<file path="src/rtl/comparador_serial_der_izq_if.sv">
// Handshake and operand bundle for the bit-serial comparator.
// The master drives the request and operands. The slave returns busy, done and f.
interface comparador_serial_der_izq_if #(
    parameter int unsigned N = 3
);
    logic         start;
    logic [N-1:0] A;
    logic [N-1:0] B;
    logic         z;
    logic         y;
    logic         busy;
    logic         done;
    logic         f;

    modport master (
        output start, A, B, z, y,
        input  busy, done, f
    );

    modport slave (
        input  start, A, B, z, y,
        output busy, done, f
    );
endinterface

</file>
<file path="src/rtl/comparador_serial_der_izq.sv">
// Bit-serial magnitude comparator. It scans the operands LSB first, one bit per clock,
// and reports f after N cycles. Define COMPARE_SIGNED_EN to treat the operands as two's complement.
module comparador_serial_der_izq #(
    parameter int unsigned N = 3
) (
    input logic                        clk,
    input logic                        rst_n,
    comparador_serial_der_izq_if.slave bus
);
    localparam int unsigned CW = (N > 1) ? $clog2(N) : 1;
    localparam logic [CW-1:0] LastCnt = CW'(N - 1);

    typedef enum logic {StIdle, StShift} state_e;

    state_e        state_q, state_d;
    logic [N-1:0]  a_q, a_d, b_q, b_d;
    logic [1:0]    mode_q, mode_d;
    logic          gt_q, gt_d, lt_q, lt_d;
    logic [CW-1:0] cnt_q, cnt_d;
    logic          done_q, done_d, f_q, f_d;

    logic bit_a, bit_b, last, gt_n, lt_n, f_sel;

    always_comb begin
        bit_a = a_q[cnt_q];
        bit_b = b_q[cnt_q];
        last  = (cnt_q == LastCnt);
        gt_n  = gt_q;
        lt_n  = lt_q;
        // Later (higher) bits overwrite the decision made by lower ones.
        if (bit_a != bit_b) begin
`ifdef COMPARE_SIGNED_EN
            gt_n = last ? bit_b : bit_a;
`else
            gt_n = bit_a;
`endif
            lt_n = ~gt_n;
        end

        unique case (mode_q)
            2'b00:   f_sel = ~(gt_n | lt_n);
            2'b01:   f_sel = gt_n;
            2'b10:   f_sel = lt_n;
            default: f_sel = gt_n | lt_n;
        endcase
    end

    always_comb begin
        state_d = state_q;
        a_d     = a_q;
        b_d     = b_q;
        mode_d  = mode_q;
        gt_d    = gt_q;
        lt_d    = lt_q;
        cnt_d   = cnt_q;
        done_d  = 1'b0;
        f_d     = f_q;

        unique case (state_q)
            StIdle: begin
                if (bus.start) begin
                    state_d = StShift;
                    a_d     = bus.A;
                    b_d     = bus.B;
                    mode_d  = {bus.z, bus.y};
                    gt_d    = 1'b0;
                    lt_d    = 1'b0;
                    cnt_d   = '0;
                end
            end
            StShift: begin
                gt_d = gt_n;
                lt_d = lt_n;
                if (last) begin
                    state_d = StIdle;
                    cnt_d   = '0;
                    done_d  = 1'b1;
                    f_d     = f_sel;
                end else begin
                    cnt_d = cnt_q + 1'b1;
                end
            end
            default: state_d = StIdle;
        endcase
    end

    always_ff @(posedge clk or negedge rst_n) begin
        if (!rst_n) begin
            state_q <= StIdle;
            a_q     <= '0;
            b_q     <= '0;
            mode_q  <= '0;
            gt_q    <= 1'b0;
            lt_q    <= 1'b0;
            cnt_q   <= '0;
            done_q  <= 1'b0;
            f_q     <= 1'b0;
        end else begin
            state_q <= state_d;
            a_q     <= a_d;
            b_q     <= b_d;
            mode_q  <= mode_d;
            gt_q    <= gt_d;
            lt_q    <= lt_d;
            cnt_q   <= cnt_d;
            done_q  <= done_d;
            f_q     <= f_d;
        end
    end

    assign bus.busy = (state_q == StShift);
    assign bus.done = done_q;
    assign bus.f    = f_q;
endmodule

</file>
<file path="src/flat_wrapper.sv">
// flat-port wrapper written by rule: the top's interface ports become plain ports
module comparador_serial_der_izq_flat 
#(
    parameter int unsigned N = 3
)
  (clk, rst_n, bus_start, bus_A, bus_B, bus_z, bus_y, bus_busy, bus_done, bus_f);
  comparador_serial_der_izq_if #(.N(N)) bus_i ();
  input logic clk;
  input logic rst_n;
  input wire logic [$bits(bus_i.start)-1:0] bus_start;
  input wire logic [$bits(bus_i.A)-1:0] bus_A;
  input wire logic [$bits(bus_i.B)-1:0] bus_B;
  input wire logic [$bits(bus_i.z)-1:0] bus_z;
  input wire logic [$bits(bus_i.y)-1:0] bus_y;
  output wire logic [$bits(bus_i.busy)-1:0] bus_busy;
  output wire logic [$bits(bus_i.done)-1:0] bus_done;
  output wire logic [$bits(bus_i.f)-1:0] bus_f;
  assign bus_i.start = bus_start;
  assign bus_i.A = bus_A;
  assign bus_i.B = bus_B;
  assign bus_i.z = bus_z;
  assign bus_i.y = bus_y;
  assign bus_busy = bus_i.busy;
  assign bus_done = bus_i.done;
  assign bus_f = bus_i.f;
  comparador_serial_der_izq #(.N(N)) u_core (.clk(clk), .rst_n(rst_n), .bus(bus_i));
endmodule
</file>
<file path="config.mk">
export PLATFORM = sky130hd
export DESIGN_NAME = comparador_serial_der_izq_flat
export DESIGN_NICKNAME = d
export VERILOG_FILES = /design/src/rtl/comparador_serial_der_izq_if.sv /design/src/rtl/comparador_serial_der_izq.sv /design/src/flat_wrapper.sv
export SDC_FILE = /design/constraint.sdc
export NUM_CORES = 1
export LEC_CHECK = 0
export CELL_PAD_IN_SITES_DETAIL_PLACEMENT = 0
export CELL_PAD_IN_SITES_GLOBAL_PLACEMENT = 1
export CORE_MARGIN = 10
export CORE_UTILIZATION = 37
export CTS_CLUSTER_SIZE = 12
export DETAILED_ROUTE_END_ITERATION = 8
export PLACE_DENSITY_LB_ADDON = 0.15
export SLEW_MARGIN = 20
export SYNTH_ARGS = -nofsm -noshare
export SYNTH_HDL_FRONTEND = slang
export SYNTH_SLANG_ARGS = --single-unit
</file>
<file path="constraint.sdc">
create_clock -name clk -period 1.91 [get_ports clk]
set_input_delay 0.191 -clock clk [delete_from_list [all_inputs] [get_ports clk]]
set_output_delay 0.191 -clock clk [all_outputs]
set_load 0.01 [all_outputs]
</file>
* Word level (Yosys, flattened, before mapping)
Index checks and enable logic that the tools add are counted. W data, S select, Z words.
Cells by class: magnitude comparators 1, multiply operators 0, equal/unequal tests 5, shift-type cells 0, reduce and logical (&&, ||, !) cells 3, divide/modulo/power cells 0, add/sub/neg operators 1, bitwise gates (word level) 4, multiplexer cells 18
Operators by type and width (count):
- $mux W1 | 9
- $pmux W1 S2 | 3
- $bmux W1 S2 | 2
- $eq A2 B2 Y1 const B | 2
- $mux W2 | 2
- $pmux W2 S2 | 1
- $reduce_and A2 Y1 | 2
- $lt A2 B3 Y1 const B | 1
- $not A1 Y1 | 3
- $pmux W1 S3 | 1
- $add A2 B1 Y2 const B | 1
- $eq A2 B1 Y1 const B | 1
- $logic_not A2 Y1 | 1
- $ne A2 B2 Y1 const B | 1
- $ne A1 B1 Y1 | 1
- $or A1 B1 Y1 | 1
Word-level totals: memory bits (writable) 0, output and inout port bits 3, ROM bits 0, latch bits 0, input bits 11, word-level logic and storage cells 41, memories kept 0, register bits 15

* Depth between registers and ports, before layout
Gate-level depths: netlist of the first run.
depth in word-level cells 7, mapped depth 5, depth with buffers taken out 5

* Worst setup path before layout of the first run
Ideal clock, no wire load.
path type reg2reg, start register u_core.cnt_q[1], end register u_core.f_q, in the netlist u_core.bus.f, setup slack 0.223 ns, arrival time 1.605 ns, required time 1.828 ns, path buffers 0, stages on the path, launching flop included 6, library setup time 0.082 ns, clock period less this slack 1.687 ns, cells stage by stage dfrtp_1 > or3b_4 > o21ai_2 > o22ai_1 > or4_1 > a31oi_1
Between the ends: longest elaborated chain between the ends 7, elaborated cells between the ends (all ways) 13, those cells by class eq/ne: 2; mux: 7; bitwise: 3; reduce/logical: 1
Ends and longest elaborated chain:
- from (decl) | line comparador_serial_der_izq.sv:19 | logic [CW-1:0] cnt_q, cnt_d;
- from (signal assigned) | line comparador_serial_der_izq.sv:105 | cnt_q <= cnt_d;
- $bmux W1 S2 (on tied branches) | line comparador_serial_der_izq.sv:25, comparador_serial_der_izq.sv:26
- $mux W1 (on tied branches) | line comparador_serial_der_izq.sv:25, comparador_serial_der_izq.sv:26
- $ne A1 B1 Y1 or $not A1 Y1 (tied branches) | line comparador_serial_der_izq.sv:31, comparador_serial_der_izq.sv:37
- $mux W1 | line comparador_serial_der_izq.sv:31 | if (bit_a != bit_b) begin
- $or A1 B1 Y1 | line comparador_serial_der_izq.sv:41, comparador_serial_der_izq.sv:44
- $not A1 Y1 | line comparador_serial_der_izq.sv:41 | 2'b00: f_sel = ~(gt_n | lt_n);
- $pmux W1 S3 | line comparador_serial_der_izq.sv:40 | unique case (mode_q)
- to (signal assigned) | line comparador_serial_der_izq.sv:97 | f_q <= 1'b0;
- to (signal assigned) | line comparador_serial_der_izq.sv:107 | f_q <= f_d;
- to (decl) | line comparador_serial_der_izq.sv:20 | logic done_q, done_d, f_q, f_d;
Parallel ways exist; a longest one is shown, timed or not. The select of a mux whose other input is x is not followed. A chain may end at the register's enable or synchronous reset.

* Final worst setup path of the first run
Same ends and word-level chain as after synthesis.

==> results of run 1 <==
## per-layer routing
layer | vias up | part of all wire, % | wire length [um] | track usage [%]
li1 | 234 | - | - | -
met1 | 222 | 47 | 609 | 8.60
met2 | 12 | 46 | 591 | 10.5
met3 | 2 | 5.3 | 69 | 4.12
met4 | 0 | 1.6 | 20 | 3.35
met5 | - | 0 | 0 | 0
## Yosys cell counts
master     n  area share [%]
or3b_4     1             1.7
o21ai_1    2             1.5
nor2_1     3             1.7
or4_1      1             1.1
a211o_1    1             1.3
nor3b_1    1             1.1
mux2_4     1             2.3
a31oi_1    1            0.94
a22oi_1    1             1.1
mux2i_1    1             1.5
o31ai_1    1             1.1
nand2b_1   2             1.9
nand2_1    4             2.3
mux2_2     8              14
dfrtp_1   15              56
nor2b_1    1            0.94
clkbuf_1   1            0.56
a21oi_1    1            0.75
o21ai_0    3             2.3
o22ai_1    1            0.94
and3_1     1            0.94
maj3_1     1             1.5
inv_1      2             1.1
o21ai_2    1             1.3
## placed cells by master (no fill, tap or decap), types with 2 or more instances in the layout
| cell type | n |
|---|---|
| o21ai_0 | 3 |
| o21ai_1 | 2 |
| nand2b_1 | 2 |
| nand2_1 | 4 |
| nor2_1 | 3 |
| dfrtp_1 | 14 |
| mux2_2 | 8 |
| clkdlybuf4s50_1 | 13 |
| inv_1 | 2 |
| clkbuf_4 | 3 |
## worst min path at each step
stage                              from              end  cells past startpoint  slack [ns]
after detailed placement  u_core.a_q[2]    u_core.a_q[2]                      1        0.50
after floorplan                   rst_n    u_core.a_q[0]                      0       -0.10
final                             rst_n  u_core.cnt_q[0]                      1        0.31
after global routing              rst_n  u_core.cnt_q[0]                      1        0.35
after CTS                         rst_n  u_core.cnt_q[0]                      1        0.33
after global placement    u_core.b_q[2]    u_core.b_q[2]                      1        0.49
## worst reg2reg max path, cell delays in order (launching register included)
cell and delay (ns):
dfrtp_2 0.47, or3b_4 0.42, o21ai_2 0.06, o22ai_1 0.11
or4_1 0.47, a31oi_1 0.17
## power by group
| part | internal, uW | total [uW] | leakage, uW | switching, uW |
|---|---|---|---|---|
| Combinational | 320 | 554 | 0.000157 | 234 |
| Sequential | 471 | 595 | 0.000179 | 124 |
| Clock | 81.0 | 179 | 0.0000150 | 98.0 |
| Total | 872 | 1330 | 0.000351 | 456 |
## what timing repair did
item	4_1_cts	5_1_grt
hold endpoints to repair	0	0
endpoints found under the setup margin	0	1
resized for setup	0	2
## final cells by class
class | instances | area share [%]
Multi-Input combinational cell | 37 | 32.7
Inverter | 2 | 0.872
Clock buffer | 4 | 3.05
Timing Repair Buffer | 14 | 16.0
Tap cell | 25 | 3.63
Sequential cell | 15 | 43.7
## state kept, by name, summed over array words and instances, names as in the netlist, 2 cells and up
signal,count
u_core.cnt_q,2
u_core.a_q,3
u_core.b_q,3
u_core.mode_q,2
## stage by stage
stage	worst slack [ns]	cells	total power [uW]	instance area, um2	hold slack, ns
2_1_floorplan	0.223	55	966	664	-0.105
3_3_place_gp	0.141	93	1130	830	0.494
3_5_place_dp	0.135	93	1140	830	0.502
4_1_cts	0.120	97	1330	856	0.332
5_1_grt	0.0216	97	1440	861	0.349
6_report	0.137	97	1330	861	0.307
## kinds of logic after synthesis
group,count (synthesis)
AOI/OAI and AO/OA,12
and+or+nand+nor,14
DFF,15
buffers and inverters,3
adders and majority gates,1
muxes,10
==> out/metrics.csv, run 1 <==
metric;value;unit
drc;0;
die_area;3890;um2
tightest_slew;0.666;ns
worst-path-max-fanout;7;
grt_max_degree;16;
core;1710;um2
ios;14;
syn_nets;66;
skew;0.00640;ns
crit_path_start;u_core.cnt_q[1];
multiInputGateArea;282;um2
clk_latency;0.28;ns
cp.depth;5;
cpPeakStageDelay;0.47;ns
rsz0062_at_grt;false;
path_cells;or3b_4 > o21ai_2 > o22ai_1 > or4_1 > a31oi_1;
ys_warn_count;0;
worst_setup_path_end_kind;flip-flop;
grt_pass1_wl;2270;um
status;completed;
ys_types;24;
n_antenna_cell;0;
cp.required;2.12;ns
synth.avg_cell_area;12.1;um2
synth_xor_area_share;0;%
setup_viol;0;
r2r_slack;0.14;ns
worstSetupPathType;reg -> reg;
maxSlewViolCount;0;
cts_buffers;3;
fin_crit_sh;92.8;%
cts_sinks;15;
rows;15;
cpLargestDelayFamily;simple AND/OR/NAND/NOR gates;
cts_buffer_depth;2;
hold_buffers;0;
drtPass1Iterations;4;
ff_latch_area;377;um2
synthCells;55;
ant_nets;0;
initial_utilization;38.9;%
worstSetupStartpointType;flip-flop;
wire_per_inst;13.3;um
via_per_inst;4.85;
die_h;62.4;um
fin_setup_tns;0;ns
cts-root-buf;clkbuf_4;
clk_pin_slew;0.09;ns
synth_top_family_by_area;multiplexers;
gp_congestion;0.724;
antenna_found_initial;0;
slew_headroom;55.5;%
r2r_start;u_core.cnt_q[1];
vias;470;
synth_simple_gate_area_share;11.7;%
slowest_stage;dfrtp_2;
nets;84;
leakage;0.000351;uW
nFillCells;163;
fin_crit;1.77;ns
ys_seq_elements;15;
drt_iter0_drc;5;
cts_max_level;1;
synth_seq_area_share;56.5;%
cp.arrival;1.98;ns
drive_gt1_share;23.6;%
hold_violations;0;
place_hpwl;986;um
grt-ovfl-total;0;
cts_tree;yes;
peakVddDrop;0.000799;V
crit_path_end;u_core.bus.f;
post-route-util;50.4;%
synthAdderAreaFrac;1.51;%
hold_class;in -> async;
grtUsageTotal;7.32;%
die_x;62.4;um
drv_cap;0;
synth_mux_area_share;17.3;%
clock.fmax;0.564;GHz
r2r-end;u_core.bus.f;
synth_compound_area_share;11.3;%
port_buffers;13;
synthToLayoutAreaGrowth;29.6;%
wl;1290;um
worstPathBufferInverterCount;0;
p_per_area;1540;nW/um2
syn_area;664;um2
post_cts_buffers;0;
rr_worst_depth;5;
grt_pass1_vias;484;
No activity file was read; power rests on OpenSTA's default activity.
==> run 2: changes to the inputs <==
Settings changed: CORE_UTILIZATION 37 to 45, DONT_BUFFER_PORTS from default to 1, SETUP_SLACK_MARGIN from default to 0.02, SLEW_MARGIN 20 to default.
==> out/metrics.csv, run 2 (synthesis gave the netlist of run 1 again) <==
metric;value;unit;change
layout_commonest_cell;dfrtp_1;;unchanged
cts_buffers;3;;unchanged
grt-ovfl-total;0;;unchanged
antenna_found_initial;0;;unchanged
worstSetupPathType;reg -> reg;;unchanged
hold_ws;0.0368;ns;was 0.307 ns
grtUsageTotal;8.22;%;was 7.32%
cp.arrival;1.98;ns;about the same
peakVddDrop;0.000733;V;was 0.000799 V
clock_power_share;14.5;%;was 13.5%
rows;13;;was 15
cts-root-buf;clkbuf_4;;unchanged
grt_pass1_vias;461;;was 484
p_per_area;1710;nW/um2;was 1540 nW/um2
clk_latency;0.28;ns;about the same
n_antenna_cell;0;;unchanged
cts_max_level;1;;unchanged
cpPeakStageDelay;0.47;ns;about the same
nFillCells;128;;was 163
gp_congestion;0.775;;was 0.724
die_x;58.4;um;was 62.4 um
skew;0.00360;ns;was 0.00640 ns
ios;14;;unchanged
initial_utilization;49.2;%;was 38.9%
setup_ws;0.133;ns;was 0.137 ns
cts_tree;yes;;unchanged
p_switching;444;uW;was 456 uW
mostFrequentLayoutCells;14 x dfrtp_1, 8 x mux2_2, 4 x nand2_1;;was 14 x dfrtp_1, 13 x clkdlybuf4s50_1, 8 x mux2_2
vias;425;;was 470
pwr-share-seq;48.4;%;was 44.8%
wire_per_inst;16.3;um;was 13.3 um
dpl_worst_slack;0.113;ns;was 0.135 ns
slowest_stage;or4_1;;was dfrtp_2
path_cells;or3b_4 > o21ai_2 > o22ai_1 > or4_1 > a31oi_1;;unchanged
grt_max_degree;16;;unchanged
die_h;58.4;um;was 62.4 um
grt_pass1_wl;2130;um;was 2270 um
stdcell_area;734;um2;was 861 um2
wl;1240;um;was 1290 um
p_int;809;uW;was 872 uW
ff_latch_area;377;um2;unchanged
clock.fmax;0.563;GHz;was 0.564 GHz
worstSetupStartpointType;flip-flop;;unchanged
worst_setup_path_end_kind;flip-flop;;unchanged
drtPass1Iterations;2;;was 4
reg_top3;u_core.a_q: 3 flops, u_core.b_q: 3 flops;;unchanged
rsz0062_at_grt;false;;unchanged
clk_pin_slew;0.09;ns;about the same
hold_violations;0;;unchanged
synthToLayoutAreaGrowth;10.5;%;was 29.6%
hold_class;in -> reg;;was in -> async
nets;73;;was 84
placed_area;687;um2;was 830 um2
fin_crit;1.78;ns;was 1.77 ns
drt_iter0_drc;2;;was 5
fin_crit_sh;93.0;%;was 92.8%
worst-path-max-fanout;7;;unchanged
drc;0;;unchanged
maxSlewViolCount;0;;unchanged
fin_setup_tns;0;ns;unchanged
setup_viol;0;;unchanged
port_buffers;0;;was 13
leakage;0.000308;uW;was 0.000351 uW
via_per_inst;5.59;;was 4.85
cts_sinks;15;;unchanged
ant_nets;0;;unchanged
tightest_slew;0.654;ns;was 0.666 ns
cp.required;2.12;ns;about the same
worstPathBufferInverterCount;0;;unchanged
multiInputGateArea;278;um2;was 282 um2
status;completed;;unchanged
core;1350;um2;was 1710 um2
power.total;1250;uW;was 1330 uW
drive_gt1_share;26.2;%;was 23.6%
slew_headroom;56.3;%;was 55.5%
place_hpwl;960;um;was 986 um
die_area;3410;um2;was 3890 um2
cpLargestDelayFamily;simple AND/OR/NAND/NOR gates;;unchanged
comb_power_share;37.1;%;was 41.7%
cts_buffer_depth;2;;unchanged
p_sw_share;35.5;%;was 34.3%
drv_cap;0;;unchanged
==> run 2: power groups by stage <==
stage | sequential (uW) | clock, uW | combinational [uW]
3_5_place_dp | 615 | 0 | 454
6_report | 606 | 182 | 465
5_1_grt | 628 | 205 | 522
3_3_place_gp | 605 | 0 | 441
4_1_cts | 608 | 187 | 465
2_1_floorplan | 572 | 0 | 394
==> run 2: area by class of cell <==
class                   count  share of cell area (%)
flip-flops and latches     15                    51.3
repair buffers              3                    3.75
inverters                   2                    1.02
clock buffers               4                    3.58
multi-input cells          37                    37.8
well taps                  15                    2.56
==> run 2: path summary, 6_finish.rpt <==
path                                       from               to  slack (ns)  cells after the start
worst max register to register  u_core.cnt_q[1]     u_core.bus.f        0.13                      5
max in group asynchronous                 rst_n  u_core.cnt_q[1]        1.09                      1
worst min-delay path                  bus_start      u_core.gt_q        0.04                      1
min in group asynchronous                 rst_n    u_core.a_q[0]        0.37                      1
worst max-delay path            u_core.cnt_q[1]     u_core.bus.f        0.13                      5
worst min register to register    u_core.b_q[0]    u_core.b_q[0]        0.52                      1
==> run 2: through the flow <==
| stage | instances | util, % |
|---|---|---|
| 2_1_floorplan | 55 | - |
| 3_3_place_gp | 70 | 50.9 |
| 3_5_place_dp | 70 | 50.9 |
| 4_1_cts | 76 | 54.3 |
| 5_1_grt | 76 | 54.4 |
| 6_report | 76 | 54.4 |
==> run 2: timing repair <==
action                                  4_1_cts  5_1_grt
endpoints found under the setup margin        0        1
buffers inserted                              0        0
hold endpoints to repair                     16        0
hold buffers                                  2        0
resized for setup                             0        1
==> run 2: per-layer routing <==
metal  vias up  part of all wire (%)  global-route usage (%)
met5         -                     0                       0
met4         0                   2.0                    5.03
met3         3                   9.4                    5.36
met2        10                    49                    12.6
met1       203                    40                    8.10
li1        209                     -                       -
==> run 2: worst reg2reg max path, stage by stage, from the launching register on <==
cell     delay, ns
dfrtp_2       0.46
or3b_4        0.41
o21ai_2       0.06
o22ai_1       0.12
or4_1         0.47
a31oi_1       0.18
